`config.mk`:
```
export PLATFORM = sky130hd
export DESIGN_NAME = lstm_elementwise_unit_flat
export DESIGN_NICKNAME = d
export VERILOG_FILES = /design/src/rtl/lstm_elementwise_unit_pkg.sv /design/src/rtl/lstm_elementwise_unit_if.sv /design/src/rtl/lstm_elementwise_unit_tanh.sv /design/src/rtl/lstm_elementwise_unit.sv /design/src/flat_wrapper.sv
export SDC_FILE = /design/constraint.sdc
export NUM_CORES = 2
export LEC_CHECK = 0
export CAP_MARGIN = 20
export CORE_ASPECT_RATIO = 0.8
export CORE_UTILIZATION = 65
export DETAILED_ROUTE_END_ITERATION = 8
export PLACE_DENSITY = 0.84
export SLEW_MARGIN = 10
export SYNTH_ARGS = -nofsm -noshare
export SYNTH_HDL_FRONTEND = slang
export SYNTH_HIERARCHICAL = 1
export SYNTH_SLANG_ARGS = --single-unit
```
`constraint.sdc`:
```
create_clock -name clk -period 19.6 [get_ports clk]
set_input_delay 5.88 -clock clk [delete_from_list [all_inputs] [get_ports clk]]
set_output_delay 5.88 -clock clk [all_outputs]
set_load 0.005 [all_outputs]
```
`src/rtl/lstm_elementwise_unit_pkg.sv`:
```
// Shared types and fixed-point helpers for the LSTM element-wise datapath.
// Helpers take the word width and fraction bits as arguments so one package serves any instance width up to 32 bits.
package lstm_pkg;

    typedef enum logic [2:0] {
        IDLE      = 3'd0,
        MUL       = 3'd1,
        ACC       = 3'd2,
        TANH_WAIT = 3'd3,
        WAIT_O    = 3'd4,
        HMUL      = 3'd5,
        OUT       = 3'd6
    } ew_state_t;

    // 1.0 and the tanh saturation point 4.0, both in Q.8 (the tanh table's native format).
    localparam int unsigned ONE_FX     = 32'd256;
    localparam int unsigned TANH_SAT_X = 32'd1024;

    // Clamp a wide signed value into the signed range of a dw-bit word.
    function automatic logic signed [31:0] sat_fx(input logic signed [63:0] v, input int unsigned dw);
        logic signed [63:0] hi;
        logic signed [63:0] lo;
        hi = (64'sd1 <<< (dw - 32'd1)) - 64'sd1;
        lo = -(64'sd1 <<< (dw - 32'd1));
        if (v > hi) begin
            return hi[31:0];
        end else if (v < lo) begin
            return lo[31:0];
        end else begin
            return v[31:0];
        end
    endfunction

    // Full-precision signed product, rescaled by the fraction bits and saturated.
    function automatic logic signed [31:0] fx_mul(input logic signed [31:0] a, input logic signed [31:0] b,
                                                  input int unsigned dw, input int unsigned fb);
        logic signed [63:0] prod;
        prod = 64'(a) * 64'(b);
        return sat_fx(prod >>> fb, dw);
    endfunction

    // tanh sampled every 0.25 on [0, 4], Q.8, rounded to nearest; non-decreasing by construction.
    function automatic logic [8:0] tanh_knot(input logic [4:0] idx);
        case (idx)
            5'd0:    return 9'd0;
            5'd1:    return 9'd63;
            5'd2:    return 9'd118;
            5'd3:    return 9'd163;
            5'd4:    return 9'd195;
            5'd5:    return 9'd217;
            5'd6:    return 9'd232;
            5'd7:    return 9'd241;
            5'd8:    return 9'd247;
            5'd9:    return 9'd250;
            5'd10:   return 9'd253;
            5'd11:   return 9'd254;
            5'd12:   return 9'd255;
            5'd13:   return 9'd255;
            5'd14:   return 9'd256;
            5'd15:   return 9'd256;
            default: return 9'd256;
        endcase
    endfunction

endpackage

```
`src/rtl/lstm_elementwise_unit_if.sv`:
```
// Element-wise handshake bundle between the LSTM control unit / FIFOs and the element-wise unit.
interface lstm_elementwise_unit_if #(
    parameter int DATA_WIDTH = 16
);
    logic                  start_EW;
    logic [3:0]            seq_idx;
    logic [DATA_WIDTH-1:0] input_gate_data;
    logic [DATA_WIDTH-1:0] candidate_gate_data;
    logic [DATA_WIDTH-1:0] forget_gate_data;
    logic [DATA_WIDTH-1:0] cell_prev_data;
    logic [DATA_WIDTH-1:0] output_gate_data;
    logic                  output_gate_data_valid;
    logic [DATA_WIDTH-1:0] cell_state;
    logic                  cell_state_valid;
    logic                  cell_fifo_wr_en;
    logic                  hyperbolic_done;
    logic [DATA_WIDTH-1:0] hidden_state;
    logic                  hidden_state_valid;
    logic                  busy;
    logic                  overrun_err;

    modport master (
        output start_EW, seq_idx, input_gate_data, candidate_gate_data, forget_gate_data,
               cell_prev_data, output_gate_data, output_gate_data_valid,
        input  cell_state, cell_state_valid, cell_fifo_wr_en, hyperbolic_done,
               hidden_state, hidden_state_valid, busy, overrun_err
    );

    modport slave (
        input  start_EW, seq_idx, input_gate_data, candidate_gate_data, forget_gate_data,
               cell_prev_data, output_gate_data, output_gate_data_valid,
        output cell_state, cell_state_valid, cell_fifo_wr_en, hyperbolic_done,
               hidden_state, hidden_state_valid, busy, overrun_err
    );
endinterface

```
`src/rtl/lstm_elementwise_unit_tanh.sv`:
```
// Piecewise-linear tanh with 0.25-wide segments, odd-symmetric, exactly +/-1.0 for |x| >= 4.0.
// Result and done emerge exactly TANH_LAT cycles after start; one operation in flight.
module lstm_tanh_pwl
    import lstm_pkg::*;
#(
    parameter int DATA_WIDTH = 16,
    parameter int FRAC_BITS  = 8,
    parameter int TANH_LAT   = 2
) (
    input  logic                         clk,
    input  logic                         rst_n,
    input  logic                         start,
    input  logic signed [DATA_WIDTH-1:0] x,
    output logic                         done,
    output logic signed [DATA_WIDTH-1:0] y
);
    // Rescale between the instance format and the table's Q.8 format.
    localparam int SH_DN = (FRAC_BITS >= 8) ? FRAC_BITS - 8 : 0;
    localparam int SH_UP = (FRAC_BITS < 8) ? 8 - FRAC_BITS : 0;

    logic                         neg_s;
    logic [DATA_WIDTH:0]          mag_s;
    logic [31:0]                  a_q8_s;
    logic                         sat_s;
    logic [4:0]                   seg_s;
    logic [5:0]                   frac_s;
    logic [8:0]                   y0_s;
    logic [8:0]                   y1_s;
    logic [15:0]                  interp_s;
    logic [15:0]                  y_q8_s;
    logic [31:0]                  y_mag_s;
    logic signed [DATA_WIDTH-1:0] y_res_s;

    logic signed [DATA_WIDTH-1:0] pipe_r [TANH_LAT];
    logic [TANH_LAT-1:0]          vld_r;

    // Magnitude lookup and linear interpolation, sign restored at the end.
    always_comb begin
        neg_s    = x[DATA_WIDTH-1];
        mag_s    = {x[DATA_WIDTH-1], x};
        if (neg_s) begin
            mag_s = (~{x[DATA_WIDTH-1], x}) + {{DATA_WIDTH{1'b0}}, 1'b1};
        end else begin
            mag_s = {x[DATA_WIDTH-1], x};
        end
        a_q8_s   = (32'(mag_s) >> SH_DN) << SH_UP;
        sat_s    = (a_q8_s >= TANH_SAT_X);
        seg_s    = {1'b0, a_q8_s[9:6]};
        frac_s   = a_q8_s[5:0];
        y0_s     = tanh_knot(seg_s);
        y1_s     = tanh_knot(seg_s + 5'd1);
        interp_s = 16'(y0_s) + ((16'(y1_s - y0_s) * 16'(frac_s)) >> 6);
        if (sat_s) begin
            y_q8_s = 16'(ONE_FX);
        end else begin
            y_q8_s = interp_s;
        end
        y_mag_s  = (32'(y_q8_s) << SH_DN) >> SH_UP;
        if (neg_s) begin
            y_res_s = DATA_WIDTH'(32'd0 - y_mag_s);
        end else begin
            y_res_s = DATA_WIDTH'(y_mag_s);
        end
    end

    // Fixed-latency delay line for the result and its done flag.
    always_ff @(posedge clk or negedge rst_n) begin
        if (!rst_n) begin
            vld_r <= '0;
            for (int k = 0; k < TANH_LAT; k++) begin
                pipe_r[k] <= '0;
            end
        end else begin
            vld_r[0] <= start;
            if (start) begin
                pipe_r[0] <= y_res_s;
            end
            for (int k = 1; k < TANH_LAT; k++) begin
                vld_r[k]  <= vld_r[k-1];
                pipe_r[k] <= pipe_r[k-1];
            end
        end
    end

    assign done = vld_r[TANH_LAT-1];
    assign y    = pipe_r[TANH_LAT-1];

endmodule

```
`src/rtl/lstm_elementwise_unit.sv`:
```
// LSTM element-wise unit: c = f*c_prev + i*g, then h = o*tanh(c), answering the control unit's EW handshake.
module lstm_elementwise_unit
    import lstm_pkg::*;
#(
    parameter int DATA_WIDTH = 16,
    parameter int FRAC_BITS  = 8,
    parameter int TANH_LAT   = 2
) (
    input  logic                    clk,
    input  logic                    rst_n,
    lstm_elementwise_unit_if.slave  ew
);
    typedef logic signed [DATA_WIDTH-1:0] word_t;

    ew_state_t state_r;
    ew_state_t state_next_s;
    logic      tanh_start_s;
    logic      tanh_done_s;
    word_t     tanh_y_s;

    word_t i_r, g_r, f_r, cp_r, p1_r, p2_r, t_r, o_r;
    word_t cell_r, hidden_r;
    logic  cell_valid_r, hyp_done_r, hidden_valid_r, busy_r, overrun_r;

    word_t                 p1_s, p2_s, c_next_s, h_next_s;
    logic signed [DATA_WIDTH:0] sum_s;

    // Product and accumulate arithmetic on the registered operands.
    always_comb begin
        p1_s     = word_t'(fx_mul(32'(f_r), 32'(cp_r), DATA_WIDTH, FRAC_BITS));
        p2_s     = word_t'(fx_mul(32'(i_r), 32'(g_r), DATA_WIDTH, FRAC_BITS));
        sum_s    = {p1_r[DATA_WIDTH-1], p1_r} + {p2_r[DATA_WIDTH-1], p2_r};
        c_next_s = word_t'(sat_fx(64'(sum_s), DATA_WIDTH));
        h_next_s = word_t'(fx_mul(32'(o_r), 32'(t_r), DATA_WIDTH, FRAC_BITS));
    end

    lstm_tanh_pwl #(
        .DATA_WIDTH (DATA_WIDTH),
        .FRAC_BITS  (FRAC_BITS),
        .TANH_LAT   (TANH_LAT)
    ) u_tanh (
        .clk   (clk),
        .rst_n (rst_n),
        .start (tanh_start_s),
        .x     (c_next_s),
        .done  (tanh_done_s),
        .y     (tanh_y_s)
    );

    // FSM state register.
    always_ff @(posedge clk or negedge rst_n) begin
        if (!rst_n) begin
            state_r <= IDLE;
        end else begin
            state_r <= state_next_s;
        end
    end

    // Next-state logic; tanh is launched from ACC using the combinational sum.
    always_comb begin
        state_next_s = state_r;
        tanh_start_s = 1'b0;
        case (state_r)
            IDLE: begin
                if (ew.start_EW) begin
                    state_next_s = MUL;
                end else begin
                    state_next_s = IDLE;
                end
            end
            MUL:  state_next_s = ACC;
            ACC: begin
                tanh_start_s = 1'b1;
                state_next_s = TANH_WAIT;
            end
            TANH_WAIT: begin
                if (tanh_done_s) begin
                    state_next_s = WAIT_O;
                end else begin
                    state_next_s = TANH_WAIT;
                end
            end
            WAIT_O: begin
                if (ew.output_gate_data_valid) begin
                    state_next_s = HMUL;
                end else begin
                    state_next_s = WAIT_O;
                end
            end
            HMUL:    state_next_s = OUT;
            OUT:     state_next_s = IDLE;
            default: state_next_s = IDLE;
        endcase
    end

    // Operand capture, result registers and one-cycle status pulses.
    always_ff @(posedge clk or negedge rst_n) begin
        if (!rst_n) begin
            i_r            <= '0;
            g_r            <= '0;
            f_r            <= '0;
            cp_r           <= '0;
            p1_r           <= '0;
            p2_r           <= '0;
            t_r            <= '0;
            o_r            <= '0;
            cell_r         <= '0;
            hidden_r       <= '0;
            cell_valid_r   <= 1'b0;
            hyp_done_r     <= 1'b0;
            hidden_valid_r <= 1'b0;
            busy_r         <= 1'b0;
            overrun_r      <= 1'b0;
        end else begin
            cell_valid_r   <= 1'b0;
            hyp_done_r     <= 1'b0;
            hidden_valid_r <= 1'b0;
            busy_r         <= (state_next_s != IDLE);
            if (ew.start_EW && (state_r != IDLE)) begin
                overrun_r <= 1'b1;
            end
            case (state_r)
                IDLE: begin
                    if (ew.start_EW) begin
                        i_r  <= word_t'(ew.input_gate_data);
                        g_r  <= word_t'(ew.candidate_gate_data);
                        f_r  <= word_t'(ew.forget_gate_data);
                        cp_r <= (ew.seq_idx == 4'd0) ? '0 : word_t'(ew.cell_prev_data);
                    end
                end
                MUL: begin
                    p1_r <= p1_s;
                    p2_r <= p2_s;
                end
                ACC: begin
                    cell_r       <= c_next_s;
                    cell_valid_r <= 1'b1;
                end
                TANH_WAIT: begin
                    if (tanh_done_s) begin
                        t_r        <= tanh_y_s;
                        hyp_done_r <= 1'b1;
                    end
                end
                WAIT_O: begin
                    if (ew.output_gate_data_valid) begin
                        o_r <= word_t'(ew.output_gate_data);
                    end
                end
                HMUL: begin
                    hidden_r       <= h_next_s;
                    hidden_valid_r <= 1'b1;
                end
                OUT: begin
                end
                default: begin
                end
            endcase
        end
    end

    assign ew.cell_state         = cell_r;
    assign ew.cell_state_valid   = cell_valid_r;
    assign ew.cell_fifo_wr_en    = cell_valid_r;
    assign ew.hyperbolic_done    = hyp_done_r;
    assign ew.hidden_state       = hidden_r;
    assign ew.hidden_state_valid = hidden_valid_r;
    assign ew.busy               = busy_r;
    assign ew.overrun_err        = overrun_r;

endmodule

```
`src/flat_wrapper.sv`:
```
// flat-port wrapper written by rule: the top's interface ports become plain ports
module lstm_elementwise_unit_flat import lstm_pkg::*;
#(
    parameter int DATA_WIDTH = 16,
    parameter int FRAC_BITS  = 8,
    parameter int TANH_LAT   = 2
)
  (clk, rst_n, ew_start_EW, ew_seq_idx, ew_input_gate_data, ew_candidate_gate_data, ew_forget_gate_data, ew_cell_prev_data, ew_output_gate_data, ew_output_gate_data_valid, ew_cell_state, ew_cell_state_valid, ew_cell_fifo_wr_en, ew_hyperbolic_done, ew_hidden_state, ew_hidden_state_valid, ew_busy, ew_overrun_err);
  lstm_elementwise_unit_if #(.DATA_WIDTH(DATA_WIDTH)) ew_i ();
  input  logic clk;
  input  logic rst_n;
  input wire logic [$bits(ew_i.start_EW)-1:0] ew_start_EW;
  input wire logic [$bits(ew_i.seq_idx)-1:0] ew_seq_idx;
  input wire logic [$bits(ew_i.input_gate_data)-1:0] ew_input_gate_data;
  input wire logic [$bits(ew_i.candidate_gate_data)-1:0] ew_candidate_gate_data;
  input wire logic [$bits(ew_i.forget_gate_data)-1:0] ew_forget_gate_data;
  input wire logic [$bits(ew_i.cell_prev_data)-1:0] ew_cell_prev_data;
  input wire logic [$bits(ew_i.output_gate_data)-1:0] ew_output_gate_data;
  input wire logic [$bits(ew_i.output_gate_data_valid)-1:0] ew_output_gate_data_valid;
  output wire logic [$bits(ew_i.cell_state)-1:0] ew_cell_state;
  output wire logic [$bits(ew_i.cell_state_valid)-1:0] ew_cell_state_valid;
  output wire logic [$bits(ew_i.cell_fifo_wr_en)-1:0] ew_cell_fifo_wr_en;
  output wire logic [$bits(ew_i.hyperbolic_done)-1:0] ew_hyperbolic_done;
  output wire logic [$bits(ew_i.hidden_state)-1:0] ew_hidden_state;
  output wire logic [$bits(ew_i.hidden_state_valid)-1:0] ew_hidden_state_valid;
  output wire logic [$bits(ew_i.busy)-1:0] ew_busy;
  output wire logic [$bits(ew_i.overrun_err)-1:0] ew_overrun_err;
  assign ew_i.start_EW = ew_start_EW;
  assign ew_i.seq_idx = ew_seq_idx;
  assign ew_i.input_gate_data = ew_input_gate_data;
  assign ew_i.candidate_gate_data = ew_candidate_gate_data;
  assign ew_i.forget_gate_data = ew_forget_gate_data;
  assign ew_i.cell_prev_data = ew_cell_prev_data;
  assign ew_i.output_gate_data = ew_output_gate_data;
  assign ew_i.output_gate_data_valid = ew_output_gate_data_valid;
  assign ew_cell_state = ew_i.cell_state;
  assign ew_cell_state_valid = ew_i.cell_state_valid;
  assign ew_cell_fifo_wr_en = ew_i.cell_fifo_wr_en;
  assign ew_hyperbolic_done = ew_i.hyperbolic_done;
  assign ew_hidden_state = ew_i.hidden_state;
  assign ew_hidden_state_valid = ew_i.hidden_state_valid;
  assign ew_busy = ew_i.busy;
  assign ew_overrun_err = ew_i.overrun_err;
  lstm_elementwise_unit #(.DATA_WIDTH(DATA_WIDTH), .FRAC_BITS(FRAC_BITS), .TANH_LAT(TANH_LAT)) u_core (.clk(clk), .rst_n(rst_n), .ew(ew_i));
endmodule
```
==> metrics.yaml <==
die:
  dieArea_um2: 65000
  die_h_um: 228
  ioPinCount: 126
  fp.coreArea_um2: 62900
  num_rows: 82
  initial_utilization_pct: 66.1
  die_w_um: 285
global_routing:
  grt_pass1_wl_mm: 165
  grt_use_total_pct: 31.5
  grt_max_degree: 81
  grt-ovfl-total: 0
  grt_pass1_vias: 33300
  antenna_found_initial: 1
routing:
  wirelength_mm: 97.0
  via_count: 30500
  via_per_inst: 5.69
  post_drt_wl_per_cell_um: 18.1
  ant_nets: 0
  firstDrtPassIters: 6
  drt-initial-drc-count: 2195
  drc: 0
placement:
  place.gp.congestion: 0.952
  port-buffer-count: 125
  dp_slack_ns: 5.55
  hpwl_mm: 78.7
critical_path:
  path_common_cell: "ha_1"
  required_ns: 20.03
  cp-end-kind: "flop"
  crit_slowest_cell: "nor2_2"
  cp-start-kind: "flop"
  crit_fanout: 27
  slowest_delay_ns: 0.82
  critical_path_class: "reg -> reg"
  cp.arrival_ns: 14.74
outcome:
  status: "finished clean"
logic_synthesis:
  synth_ff_type: "dfrtp_1"
  yosys.cell_types.count: 107
  synth_top_area_share_pct: 39.8
  ys_ff_latch: 202
  synth_nets: 5750
  synthTopCellsByArea: "fa_1, dfrtp_1, ha_1"
  synthCells: 4533
  async_reset_ff_share_pct: 100
  synth_top_area_cell: "fa_1"
  synth_edf_count: 0
  syn_area_um2: 41600
  synth_area_per_cell_um2: 9.17
  yosys_warnings: 6
  ys_seq_area_share_pct: 12.2
timing:
  final.setup.worst_slack_ns: 5.30
  worst_slew_pin_slew_ns: 1.13
  period_share_pct: 73.0
  maxSlewViolCount: 0
  setup_viol_count_final: 0
  skew_ns: 0.0203
  tns_ns: 0
  fmax_mhz: 69.9
  relSlewSlack_pct: 24.3
  hold_viol: 0
  rsz0062_at_grt: "false"
  finalCriticalPeriod_ns: 14.30
finish:
  num-fill-cells: 4702
  area_growth_pct: 5.68
  final_core_util_pct: 69.8
  ff_latch_area_um2: 5050
  multi_input_area_um2: 32000
  diodes: 0
  final_nets: 5728
  drive_above_1_share_pct: 3.89
clocking:
  clk_pin_slew_ns: 0.06
  post_cts_buffers: 0
  clk_latency_ns: 0.55
  cts_max_path_buffers: 3
  cts_buffers: 23
  cts_resized: 0
  cts_root_buf: "clkbuf_16"
  h-tree-depth: 1
  cts_hold_buf: 0
  cts_tree: "yes"
  clock-sinks: 202
flow_run:
  max_cap_violations: 0
min_path:
  min_path_type: "reg -> reg"
==> worst max-delay path, delay by kind of cell (launching register included) <==
kind	cells	cell delay, ns
AO/OA/AOI/OAI	20	4.56
XOR/XNOR	3	1.31
adder cells (fa/ha/maj)	11	4.20
buffers and inverters	5	0.50
flip-flops	1	0.38
multiplexers	2	0.47
AND/OR/NAND/NOR	11	2.73
==> cell type report <==
| class | instances | area share (%) |
|---|---|---|
| Clock inverter | 12 | 0.296 |
| Clock buffer | 29 | 1.43 |
| Multi-Input combinational cell | 3145 | 72.8 |
| Inverter | 1005 | 8.59 |
| Tap cell | 840 | 2.39 |
| Timing Repair Buffer | 134 | 3.01 |
| Sequential cell | 202 | 11.5 |
==> cell usage after synthesis (8+ instances only) <==
cell type / n
a211oi_1: 10
a21o_1: 24
a21oi_1: 123
a31oi_1: 10
and2_1: 357
and3_1: 9
buf_2: 8
buf_4: 17
clkbuf_1: 144
dfrtp_1: 202
fa_1: 826
ha_1: 303
inv_1: 1001
mux2_2: 68
mux2i_1: 9
nand2_1: 536
nand2b_1: 34
nand3_1: 34
nand4_1: 12
nor2_1: 243
nor2b_1: 13
nor3_1: 31
o211ai_1: 18
o21a_1: 23
o21ai_0: 108
o21bai_1: 15
o22ai_1: 8
o31ai_1: 20
o32ai_1: 16
or2_2: 12
or3_1: 17
xnor2_1: 99
xor2_1: 44
==> routing by layer <==
metal / up-vias / wire (um) / global-route usage (%)
met5: - / 0 / 0
met4: 0 / 2910 / 8.92
met3: 214 / 7550 / 5.26
met2: 1184 / 46600 / 51.8
met1: 15500 / 40000 / 43.4
li1: 13700 / - / -
==> metrics by stage <==
step / cell area [um2] / hold slack [ns] / std cells
floorplan: 41600 / 0.331 / 4533
global placement: 43200 / 0.333 / 5325
detailed placement: 43200 / 0.344 / 5325
CTS: 43900 / 0.351 / 5366
global route: 43900 / 0.354 / 5367
finish: 43900 / 0.356 / 5367
==> layout by cell type, fill, tap and decap left out, drive strengths merged, types with 34 or more instances in the layout <==
| cell | count |
|---|---|
| nand2b | 34 |
| nand3 | 34 |
| xnor2 | 99 |
| o21ai | 116 |
| fa | 826 |
| nand2 | 536 |
| mux2 | 68 |
| ha | 303 |
| clkdlybuf4s50 | 124 |
| dfrtp | 202 |
| nor2 | 245 |
| xor2 | 46 |
| a21oi | 128 |
| and2 | 362 |
| inv | 1006 |
==> final timing paths <==
path,start,to,slack [ns],depth (start not counted)
max in group asynchronous,rst_n,u_core/ew.cell_fifo_wr_en,12.09,3
hold reg to reg,u_core/u_tanh/vld_r[0],u_core/u_tanh/vld_r[1],0.36,0
setup / recovery,u_core/p1_r[0],u_core/u_tanh/pipe_r[24],5.30,52
setup reg to reg,u_core/p1_r[0],u_core/u_tanh/pipe_r[24],5.30,52
hold / removal,u_core/u_tanh/vld_r[0],u_core/u_tanh/vld_r[1],0.36,0
min in group asynchronous,rst_n,u_core/ew.hidden_state_valid,5.30,1
==> registers in the layout (all words and copies together), names as in the netlist, 3 cells and up <==
name	count
u_core/cp_r	16
u_core/ew.cell_state	16
u_core/ew.hidden_state	16
u_core/f_r	16
u_core/g_r	16
u_core/i_r	16
u_core/o_r	16
u_core/p1_r	16
u_core/p2_r	16
u_core/t_r	16
u_core/u_tanh/pipe_r	16
u_core/u_tanh/y	16
u_core/state_r	3
==> logic make-up after synthesis <==
logic type	count (synthesis)	synth area share (%)
multiplexers	78	2.09
adder cells (fa/ha/maj)	1130	48.9
XOR/XNOR	146	3.15
buffers and inverters	1186	11.0
AO/OA/AOI/OAI	449	7.10
flip-flops	202	12.2
AND/OR/NAND/NOR	1342	15.6
Power is left out: the tool's default activity adds up to more than one toggle a clock period on the data nets, which glitch-free logic cannot reach.
